$ cat config.mk
export PLATFORM = sky130hd
export DESIGN_NAME = mul_sched_flat
export DESIGN_NICKNAME = d
export VERILOG_FILES = /design/src/rtl/mul_sched_if.sv /design/src/rtl/mul_sched.sv /design/src/flat_wrapper.sv
export SDC_FILE = /design/constraint.sdc
export NUM_CORES = 1
export LEC_CHECK = 0
export BUFFER_PORTS_ARGS = -buffer_cell sky130_fd_sc_hd__buf_2
export CAP_MARGIN = 20
export CORE_MARGIN = 4
export CORE_UTILIZATION = 41
export DETAILED_ROUTE_END_ITERATION = 8
export GPL_TIMING_DRIVEN = 0
export PLACE_DENSITY_LB_ADDON = 0.3
export SLEW_MARGIN = 10
export SYNTH_ARGS = -nofsm -noshare
export SYNTH_HDL_FRONTEND = slang
export SYNTH_SLANG_ARGS = --single-unit
$ cat constraint.sdc
create_clock -name clock -period 2.7 [get_ports clock]
set_clock_uncertainty 0.15 [all_clocks]
set_input_delay 0.27 -clock clock [delete_from_list [all_inputs] [get_ports clock]]
set_output_delay 0.27 -clock clock [all_outputs]
set_load 0.05 [all_outputs]
$ cat src/rtl/mul_sched_if.sv
// Request/response bundle between the requesting datapaths and the shared multiplier scheduler.
interface mul_sched_if #(
  parameter int WIDTH = 8,
  parameter int N_REQ = 2
);
  localparam int IW = (N_REQ > 2) ? $clog2(N_REQ) : 1;

  logic [N_REQ-1:0]       req_valid;
  logic [N_REQ*WIDTH-1:0] req_multiplier;
  logic [N_REQ*WIDTH-1:0] req_multiplicand;
  logic [N_REQ-1:0]       req_ready;
  logic                   resp_valid;
  logic                   resp_ready;
  logic [IW-1:0]          resp_id;
  logic [2*WIDTH-1:0]     resp_result;
  logic                   busy;

  modport master (
    output req_valid, req_multiplier, req_multiplicand, resp_ready,
    input  req_ready, resp_valid, resp_id, resp_result, busy
  );

  modport slave (
    input  req_valid, req_multiplier, req_multiplicand, resp_ready,
    output req_ready, resp_valid, resp_id, resp_result, busy
  );
endinterface

$ cat src/rtl/mul_sched.sv
// Round-robin front end for one iterative shift-add multiplier shared by N_REQ requesters.
// One multiplier bit is consumed per clock; the product is returned tagged with the owner's index.
module mul_sched #(
  parameter int WIDTH = 8,
  parameter int N_REQ = 2
) (
  input  logic       clock,
  input  logic       reset,
  mul_sched_if.slave bus
);
  localparam int IW = (N_REQ > 2) ? $clog2(N_REQ) : 1;
  localparam int CW = $clog2(WIDTH + 1);

  typedef enum logic [1:0] {IDLE, RUN, DONE} state_t;

  state_t             state;
  logic [IW-1:0]      last;
  logic [IW-1:0]      gnt;
  logic               gnt_ok;
  logic [IW:0]        idx;
  logic [2**IW-1:0]   vld_ext;
  logic [WIDTH-1:0]   mplier;
  logic [2*WIDTH-1:0] mcand;
  logic [2*WIDTH-1:0] acc;
  logic [CW-1:0]      cnt;

  assign vld_ext = (2**IW)'(bus.req_valid);

  // Walk from the farthest candidate to the nearest, so the nearest valid one after 'last' wins.
  always_comb begin
    gnt    = last;
    gnt_ok = 1'b0;
    idx    = '0;
    for (int k = N_REQ; k >= 1; k--) begin
      idx = {1'b0, last} + (IW+1)'(k);
      if (idx >= (IW+1)'(N_REQ)) idx = idx - (IW+1)'(N_REQ);
      if (vld_ext[idx[IW-1:0]]) begin
        gnt    = idx[IW-1:0];
        gnt_ok = 1'b1;
      end
    end
  end

  assign bus.req_ready   = (state == IDLE && gnt_ok && !reset) ? (N_REQ'(1) << gnt) : '0;
  assign bus.resp_result = acc;

  always_ff @(posedge clock) begin
    if (reset) begin
      state          <= IDLE;
      last           <= IW'(N_REQ - 1);
      bus.resp_valid <= 1'b0;
      bus.resp_id    <= '0;
      bus.busy       <= 1'b0;
      acc            <= '0;
      mplier         <= '0;
      mcand          <= '0;
      cnt            <= '0;
    end else begin
      case (state)
        IDLE: if (gnt_ok) begin
          mplier      <= bus.req_multiplier[gnt*WIDTH +: WIDTH];
          mcand       <= {{WIDTH{1'b0}}, bus.req_multiplicand[gnt*WIDTH +: WIDTH]};
          acc         <= '0;
          cnt         <= '0;
          last        <= gnt;
          bus.resp_id <= gnt;
          bus.busy    <= 1'b1;
          state       <= RUN;
        end
        RUN: begin
          if (mplier[0]) acc <= acc + mcand;
          mcand  <= mcand << 1;
          mplier <= mplier >> 1;
          cnt    <= cnt + CW'(1);
          // Fixed WIDTH iterations, no early exit on zero operands.
          if (cnt == CW'(WIDTH - 1)) begin
            state          <= DONE;
            bus.resp_valid <= 1'b1;
          end
        end
        DONE: if (bus.resp_ready) begin
          bus.resp_valid <= 1'b0;
          bus.busy       <= 1'b0;
          state          <= IDLE;
        end
        default: state <= IDLE;
      endcase
    end
  end
endmodule

$ cat src/flat_wrapper.sv
// flat-port wrapper written by rule: the top's interface ports become plain ports
module mul_sched_flat 
#(
  parameter int WIDTH = 8,
  parameter int N_REQ = 2
)
  (clock, reset, bus_req_valid, bus_req_multiplier, bus_req_multiplicand, bus_resp_ready, bus_req_ready, bus_resp_valid, bus_resp_id, bus_resp_result, bus_busy);
  mul_sched_if #(.WIDTH(WIDTH), .N_REQ(N_REQ)) bus_i ();
  input  logic clock;
  input  logic reset;
  input wire logic [$bits(bus_i.req_valid)-1:0] bus_req_valid;
  input wire logic [$bits(bus_i.req_multiplier)-1:0] bus_req_multiplier;
  input wire logic [$bits(bus_i.req_multiplicand)-1:0] bus_req_multiplicand;
  input wire logic [$bits(bus_i.resp_ready)-1:0] bus_resp_ready;
  output wire logic [$bits(bus_i.req_ready)-1:0] bus_req_ready;
  output wire logic [$bits(bus_i.resp_valid)-1:0] bus_resp_valid;
  output wire logic [$bits(bus_i.resp_id)-1:0] bus_resp_id;
  output wire logic [$bits(bus_i.resp_result)-1:0] bus_resp_result;
  output wire logic [$bits(bus_i.busy)-1:0] bus_busy;
  assign bus_i.req_valid = bus_req_valid;
  assign bus_i.req_multiplier = bus_req_multiplier;
  assign bus_i.req_multiplicand = bus_req_multiplicand;
  assign bus_i.resp_ready = bus_resp_ready;
  assign bus_req_ready = bus_i.req_ready;
  assign bus_resp_valid = bus_i.resp_valid;
  assign bus_resp_id = bus_i.resp_id;
  assign bus_resp_result = bus_i.resp_result;
  assign bus_busy = bus_i.busy;
  mul_sched #(.WIDTH(WIDTH), .N_REQ(N_REQ)) u_core (.clock(clock), .reset(reset), .bus(bus_i));
endmodule
==> results of run 1 <==
logic make-up after synthesis:
kind of cell	count (synthesis)	share of synthesized area [%]
xor gates and xnor gates	12	4.03
and+or+nand+nor	120	19.6
adders and majority gates	17	7.87
buffers and inverters	27	4.16
DFF	50	35.8
AOI/OAI and AO/OA	89	22.5
muxes	17	6.08
layout make-up:
class                           count  area, µm²  area share, %
Timing Repair Buffer               56        280           8.54
Sequential cell                    50       1000           30.5
Inverter                            9       33.8           1.03
Buffer                             18       82.6           2.52
Clock buffer                        7       76.3           2.33
Multi-Input combinational cell    255       1680           51.2
Clock inverter                      1       30.0          0.915
Tap cell                           77       96.3           2.94
power by group:
group / switching (mW) / total, mW / internal [mW]
Combinational: 0.171 / 0.281 / 0.110
Sequential: 0.0284 / 0.799 / 0.771
Clock: 0.258 / 0.536 / 0.278
layer usage:
metal	GRT usage (%)	wire length, µm	up-vias
met3	3.00	378	6
met2	28.1	2980	74
met5	0	0	-
met1	20.7	3050	1148
met4	4.21	47	0
li1	-	-	1323
registers in the layout, indices dropped and copies added (netlist names):
register / flops
u_core.mplier: 8
u_core.last: 1
u_core.mcand: 16
u_core.cnt: 4
u_core.bus.resp_valid: 1
u_core.state: 2
u_core.bus.resp_result: 16
u_core.bus.busy: 1
u_core.bus.resp_id: 1
critical path, delay by kind of cell (launching register included):
| kind | cells | cell delay (ns) |
|---|---|---|
| AO/OA/AOI/OAI | 6 | 1.01 |
| adder cells (fa/ha/maj) | 2 | 0.59 |
| flip-flops | 1 | 0.37 |
| AND/OR/NAND/NOR | 1 | 0.21 |
| buffers and inverters | 1 | 0.07 |
cell usage after synthesis (all sizes together), types with 3 or more instances:
master,instances,area share [%]
a211oi,3,0.80
a21oi,26,5.1
a221oi,14,4.4
a31oi,4,1.4
and3,3,0.85
buf,12,2.1
clkbuf,6,0.85
dfxtp,50,36
ha,16,7.2
inv,9,1.2
mux2i,17,6.1
nand2,31,4.2
nand2b,4,0.89
nand3,13,2.5
nor2,52,7.0
nor2b,4,0.89
nor3,4,1.1
o21a,3,0.80
o21ai,20,3.6
o21bai,3,0.80
xnor2,7,2.2
xor2,5,1.8
worst paths after layout:
kind,start,to,slack (ns),cells after the start
max,u_core.bus.resp_result[0],u_core.bus.resp_result[8],0.20,10
min,bus_resp_ready,u_core.state[1],0.13,4
min reg2reg,u_core.bus.resp_result[14],u_core.bus.resp_result[14],0.32,2
max reg2reg,u_core.bus.resp_result[0],u_core.bus.resp_result[8],0.20,10
==> flow_summary_export.csv, run 1 <==
group,metric,value,unit
run_status,status,"complete, no violations",
drt,drt_pass1_iterations,5,
drt,ant_nets,0,
die,die_h,90.6,µm
drt,wire_per_inst,13.6,µm
placement,postPlaceCellArea,3170,µm²
setup_path,path_class,"register to register",
global_route,antenna_found_initial,0,
die,num_rows,29,
setup_path,path_cells,"ha_1 > inv_1 > fa_1 > nand2b_1 > a21oi_1 > o21ai_1 > a21boi_0 > o21a_1 > o21ai_0 > a32o_1",
cts,path_clk_slew,0.09,ns
finish,fill_cells,633,
die,die-area,8210,µm²
logic_synthesis,ys.flop_type,"dfxtp_1",
drt,vias,2551,
min_path,hold_class,"input pin to register",
logic_synthesis,synthDistinctLibCells,52,
power,power.total,1.62,mW
cts,htree_num_levels,2,
logic_synthesis,synth-seq-cells,50,
die,pin_count,58,
logic_synthesis,syn_area,2800,µm²
power,irDropWorstVdd,0.240,mV
finish,fin_nets,449,
power,p_per_area,493,nW/µm²
placement,port_buffers,56,
global_route,grt_pass1_vias,2504,
setup_path,path_max_fanout,3,
cts,clk_latency,0.30,ns
timing,hold_ws,0.135,ns
finish,most-common-layout-cells,"64 x buf_2, 52 x nor2_1, 50 x dfxtp_1",
timing,timing.final.crit_share,92.5,%
drt,drtIter0Drc,138,
logic_synthesis,synth-edff-count,0,
setup_path,cp.arrival,2.55,ns
setup_path,slowest_stage,"dfxtp_1",
die,die_w,90.6,µm
placement,pre_cts_ws,0.306,ns
finish,drive_above_1_share,20.2,%
finish,synthToLayoutAreaGrowth,17.3,%
timing,setup_tns,0,ns
cts,clock-sinks,50,
global_route,grt_start_max_net_pins,15,
finish,finalInstanceArea,3280,µm²
finish,final_cells,473,
logic_synthesis,postSynthAreaPerCell,8.43,µm²
logic_synthesis,ys_async_sr_fraction,0,%
finish,utilization,50.5,%
logic_synthesis,ys.warnings.count,0,
drt,drc,0,
drt,wl,6450,µm
timing,max-slew-margin-rel,65.8,%
finish,antenna_cells,0,
timing,fmax,0.400,GHz
setup_path,required,2.75,ns
cts,cts_resized,0,
timing,finalSetupViolations,0,
setup_path,endpoint_kind,"register",
placement,dp_cells,465,
timing,worst_pin_slew,0.513,ns
flow_run,drv_cap,0,
logic_synthesis,synth.net_count,386,
placement,place_hpwl,4950,µm
timing,setup_ws,0.203,ns
timing,final_max_slew_viol_count,0,
cts,cts_buffer_depth,2,
cts,holdBufCountCts,0,
placement,gp_congestion,0.789,
timing,min_period,2.50,ns
drt,avgViaCountPerCell,5.39,
cts,cts_tree,"built",
logic_synthesis,netlist_instances,332,
cts,numCtsBuffers,5,
global_route,overflow,0,
setup_path,cp-start-kind,"register",
finish,final_common_cell,"buf_2",
die,fp.coreArea,6490,µm²
global_route,grt.total_usage,16.3,%
cts,root_buffer,"clkbuf_8",
logic_synthesis,synth.yosys.seq_area_share,35.8,%
timing,finalHoldViolCount,0,
cts,cts_setup_buffers,0,
global_route,grt_pass1_wl,11200,µm
setup_path,slowest_delay,0.37,ns
timing,rsz0062_at_grt,"no",
power,p_leak,1.43,nW
die,initial_core_util,43.1,%
Power figures use the tool's default switching activity.
==> run 2: changes to the inputs <==
--- a/config.mk
+++ b/config.mk
@@ -11,7 +11,7 @@
 export CORE_UTILIZATION = 41
 export DETAILED_ROUTE_END_ITERATION = 8
 export GPL_TIMING_DRIVEN = 0
-export PLACE_DENSITY_LB_ADDON = 0.3
+export PLACE_DENSITY_LB_ADDON = 0.2
 export SLEW_MARGIN = 10
 export SYNTH_ARGS = -nofsm -noshare
 export SYNTH_HDL_FRONTEND = slang
==> flow_summary_export.csv, run 2 (synthesized netlist as in run 1, its figures left out) <==
group,metric,value,unit
cts,htree_num_levels,2,
cts,holdBufCountCts,0,
drt,avgViaCountPerCell,5.37,
drt,drc,0,
timing,finalSetupViolations,0,
flow_run,drv_cap,0,
power,p_per_area,467,nW/µm²
placement,gp_congestion,0.893,
cts,cts_buffer_depth,2,
setup_path,path_class,"register to output pin",
power,p_leak,1.42,nW
global_route,met3_usage,3.33,%
timing,setup_ws,0.206,ns
setup_path,cp-start-kind,"register",
placement,postPlaceCellArea,3170,µm²
global_route,overflow,0,
min_path,hold_class,"input pin to register",
timing,setup_tns,0,ns
finish,antenna_cells,0,
global_route,grt.total_usage,16.0,%
global_route,antenna_found_initial,0,
finish,drive_above_1_share,20.3,%
placement,port_buffers,56,
global_route,use_met1,21.8,%
timing,timing.final.crit_share,92.4,%
die,die_w,90.6,µm
cts,cts_resized,0,
cts,clock-sinks,50,
setup_path,slowest_stage,"dfxtp_1",
cts,path_clk_slew,0.09,ns
finish,final_common_cell,"buf_2",
drt,drt_pass1_iterations,4,
placement,place_hpwl,5070,µm
die,pin_count,58,
cts,clk_latency,0.30,ns
cts,cts_setup_buffers,0,
setup_path,cp.buffers_inverters,3,
finish,most-common-layout-cells,"64 x buf_2, 52 x nor2_1, 50 x dfxtp_1",
drt,wire_per_inst,13.8,µm
timing,rsz0062_at_grt,"no",
die,fp.coreArea,6490,µm²
timing,max-slew-margin-rel,64.7,%
setup_path,crit_top_cell,"buf_2",
drt,vias,2528,
drt,wl,6520,µm
setup_path,critical-path-top-delay-family,"buffers and inverters",
timing,final_max_slew_viol_count,0,
setup_path,path_cells,"or3_1 > buf_2 > buf_1 > nor3b_1 > buf_2",
die,die-area,8210,µm²
cts,numCtsBuffers,5,
timing,worst_pin_slew,0.529,ns
drt,drtIter0Drc,88,
setup_path,required,2.28,ns
global_route,top_usage_layer,"met2",
setup_path,endpoint_kind,"output pin",
global_route,grt_pass1_wl,11000,µm
drt,ant_nets,0,
cts,root_buffer,"clkbuf_8",
global_route,grt_pass1_vias,2356,
timing,min_period,2.49,ns
setup_path,cp.arrival,2.07,ns
finish,fin_nets,449,
finish,finalInstanceArea,3260,µm²
cts,cts_tree,"built",
global_route,grt_start_max_net_pins,14,
die,die_h,90.6,µm
power,irDropWorstVdd,0.202,mV
die,initial_core_util,43.1,%
die,num_rows,29,
timing,fmax,0.401,GHz
setup_path,slowest_delay,0.41,ns
finish,synthToLayoutAreaGrowth,16.4,%
run_status,status,"complete, no violations",
timing,finalHoldViolCount,0,
global_route,met2_usage,26.3,%
placement,pre_cts_ws,0.269,ns
setup_path,path_max_fanout,10,
[run 2: worst paths after layout]
check | start | endpoint | slack (ns) | cells past startpoint
setup reg to reg | u_core.mcand[0] | u_core.bus.resp_result[8] | 0.22 | 10
hold / removal | bus_resp_ready | u_core.bus.resp_valid | 0.14 | 4
hold reg to reg | u_core.bus.resp_result[14] | u_core.bus.resp_result[14] | 0.32 | 2
setup / recovery | u_core.state[0] | bus_req_ready[0] | 0.21 | 5
[run 2: tightest hold or removal path: cells and delay by family]
kind | cells | cell delay, ns
compound gates | 1 | 0.06
buf+inv | 1 | 0.09
simple gates | 2 | 0.12
[run 2: area by class of cell]
| class | count | area (µm²) |
|---|---|---|
| Inverter | 9 | 33.8 |
| Sequential cell | 50 | 1000 |
| Buffer | 18 | 82.6 |
| Timing Repair Buffer | 56 | 280 |
| Tap cell | 77 | 96.3 |
| Multi-Input combinational cell | 255 | 1680 |
| Clock buffer | 6 | 82.6 |
| Fill cell | 642 | 3240 |
[run 2: where the power goes]
group          switching, mW  internal (mW)  leakage (nW)  total [mW]
sequential            0.0300          0.771         0.407       0.801
combinational          0.172          0.110         0.967       0.283
clock                  0.240          0.198        0.0431       0.438
[run 2: metrics by stage]
| stage | cells | power, mW | hold slack (ns) | utilization (%) |
|---|---|---|---|---|
| 4_1_cts | 471 | 1.53 | 0.135 | 50.1 |
| 3_3_place_gp | 465 | 1.09 | 0.305 | 48.9 |
| 5_1_grt | 471 | 1.60 | 0.152 | 50.1 |
| 6_report | 471 | 1.52 | 0.138 | 50.1 |
| 2_1_floorplan | 332 | 1.01 | 0.298 | - |
| 3_5_place_dp | 465 | 1.10 | 0.312 | 48.9 |
[run 2: metal layers]
| layer | up-vias | wire (µm) | part of all wire [%] |
|---|---|---|---|
| met5 | - | 0 | 0 |
| met4 | 0 | 53 | 0.81 |
| met3 | 5 | 314 | 4.8 |
| met2 | 59 | 2920 | 45 |
| met1 | 1148 | 3240 | 50 |
| li1 | 1316 | - | - |
==> run 3: changes to the inputs <==
--- a/config.mk
+++ b/config.mk
@@ -8,7 +8,7 @@
 export BUFFER_PORTS_ARGS = -buffer_cell sky130_fd_sc_hd__buf_2
 export CAP_MARGIN = 20
 export CORE_MARGIN = 4
-export CORE_UTILIZATION = 41
+export CORE_UTILIZATION = 55
 export DETAILED_ROUTE_END_ITERATION = 8
 export GPL_TIMING_DRIVEN = 0
 export PLACE_DENSITY_LB_ADDON = 0.2
==> flow_summary_export.csv, run 3 (synthesized netlist as in run 1, its figures left out) <==
group,metric,value,unit
drt,drt_pass1_iterations,4,
setup_path,slowest_stage,"dfxtp_1",
cts,cts_setup_buffers,0,
placement,pre_cts_ws,0.281,ns
cts,cts_buffer_depth,2,
setup_path,path_class,"register to output pin",
timing,final_max_slew_viol_count,0,
cts,cts_tree,"built",
setup_path,r2r_start,"u_core.bus.resp_result[0]",
min_path,hold_class,"input pin to register",
die,die_h,79.3,µm
timing,setup_tns,0,ns
global_route,grt_pass1_vias,2478,
cts,clk_latency,0.31,ns
min_path,hold_path_end,"u_core.bus.resp_valid",
run_status,status,"complete, no violations",
power,power.total,1.52,mW
drt,ant_nets,0,
die,num_rows,25,
power,irDropWorstVdd,0.374,mV
timing,timing.final.crit_share,92.3,%
setup_path,cp-start-kind,"register",
placement,port_buffers,56,
finish,synthToLayoutAreaGrowth,16.1,%
die,die-area,6290,µm²
drt,wl,6390,µm
drt,vias,2586,
timing,worst_pin_slew,0.534,ns
power,p_per_area,467,nW/µm²
drt,drc,0,
setup_path,endpoint_kind,"output pin",
die,fp.coreArea,4820,µm²
min_path,min_from,"bus_resp_ready",
flow_run,drv_cap,0,
global_route,overflow,0,
die,pin_count,58,
setup_path,path_cells,"or3_1 > buf_2 > buf_1 > nor3b_1 > buf_2",
finish,antenna_cells,0,
timing,rsz0062_at_grt,"no",
die,die_w,79.3,µm
global_route,grt.total_usage,21.6,%
setup_path,r2r_cells,10,
setup_path,slowest_delay,0.40,ns
timing,max-slew-margin-rel,64.4,%
cts,root_buffer,"clkbuf_8",
setup_path,r2r_slack,0.24,ns
global_route,antenna_found_initial,0,
die,initial_core_util,58.1,%
timing,min_period,2.49,ns
finish,most-common-layout-cells,"64 x buf_2, 52 x nor2_1, 50 x dfxtp_1",
cts,htree_num_levels,2,
setup_path,path_max_fanout,10,
drt,wire_per_inst,13.8,µm
timing,hold_ws,0.114,ns
cts,numCtsBuffers,5,
global_route,grt_pass1_wl,11000,µm
drt,drtIter0Drc,92,
timing,finalSetupViolations,0,
finish,utilization,67.4,%
timing,fmax,0.401,GHz
drt,avgViaCountPerCell,5.59,
finish,fin_nets,449,
setup_path,worstReg2RegEnd,"u_core.bus.resp_result[8]",
setup_path,crit_top_cell,"buf_2",
global_route,grt_start_max_net_pins,16,
finish,drive_above_1_share,20.5,%
timing,setup_ws,0.209,ns
setup_path,required,2.28,ns
placement,place_hpwl,4930,µm
min_path,min_delay_path_depth,4,
finish,final_common_cell,"buf_2",
timing,finalHoldViolCount,0,
cts,clock-sinks,50,
finish,fill_cells,425,
setup_path,cp.arrival,2.07,ns
cts,path_clk_slew,0.10,ns
placement,gp_congestion,0.887,
power,p_leak,1.42,nW
[run 3: report_power, final]
| group | switching, mW | internal [mW] |
|---|---|---|
| sequential | 0.0308 | 0.771 |
| clock | 0.248 | 0.183 |
| combinational | 0.173 | 0.110 |
[run 3: cell type report]
type | count | area (µm²) | area share, %
clock inverters | 2 | 13.8 | 0.424
flip-flops and latches | 50 | 1000 | 30.8
inverters | 9 | 33.8 | 1.04
repair buffers | 56 | 280 | 8.63
plain buffers | 18 | 82.6 | 2.54
clock buffers | 6 | 72.6 | 2.23
well taps | 67 | 83.8 | 2.58
multi-input cells | 255 | 1680 | 51.7
[run 3: layer usage]
metal  GRT usage [%]  share of wire (%)
met3            4.54                5.4
met2            37.5                 47
met1            26.7                 46
met4            6.87                1.5
met5               0                  0
[run 3: through the flow]
step	cell area, µm²	std cells
finish	3250	463
global route	3250	463
CTS	3250	463
detailed placement	3160	455
global placement	3160	455
floorplan	2800	332
[run 3: how the worst max path moves through the flow]
stage,from,endpoint,slack (ns),cells past startpoint
after global routing,u_core.state[0],bus_req_ready[0],0.04,5
after global placement,u_core.bus.resp_result[0],u_core.bus.resp_result[8],0.31,10
after detailed placement,u_core.mcand[0],u_core.bus.resp_result[8],0.28,10
after CTS,u_core.state[0],bus_req_ready[0],0.19,5
final,u_core.state[0],bus_req_ready[0],0.21,5
after floorplan,u_core.state[0],bus_req_ready[0],0.003,4
[run 3: repair_timing]
action                                 in CTS  in global routing
hold buffers                                0                  0
endpoints found under the hold margin       0                  0
resized for setup                           0                  1
setup endpoints to repair                   0                  1
[run 3: worst max-delay path, delay by kind of cell, from the launching register on]
| family | cells | cell delay (ns) |
|---|---|---|
| buffers and inverters | 3 | 0.74 |
| AND/OR/NAND/NOR | 2 | 0.62 |
| flip-flops | 1 | 0.40 |
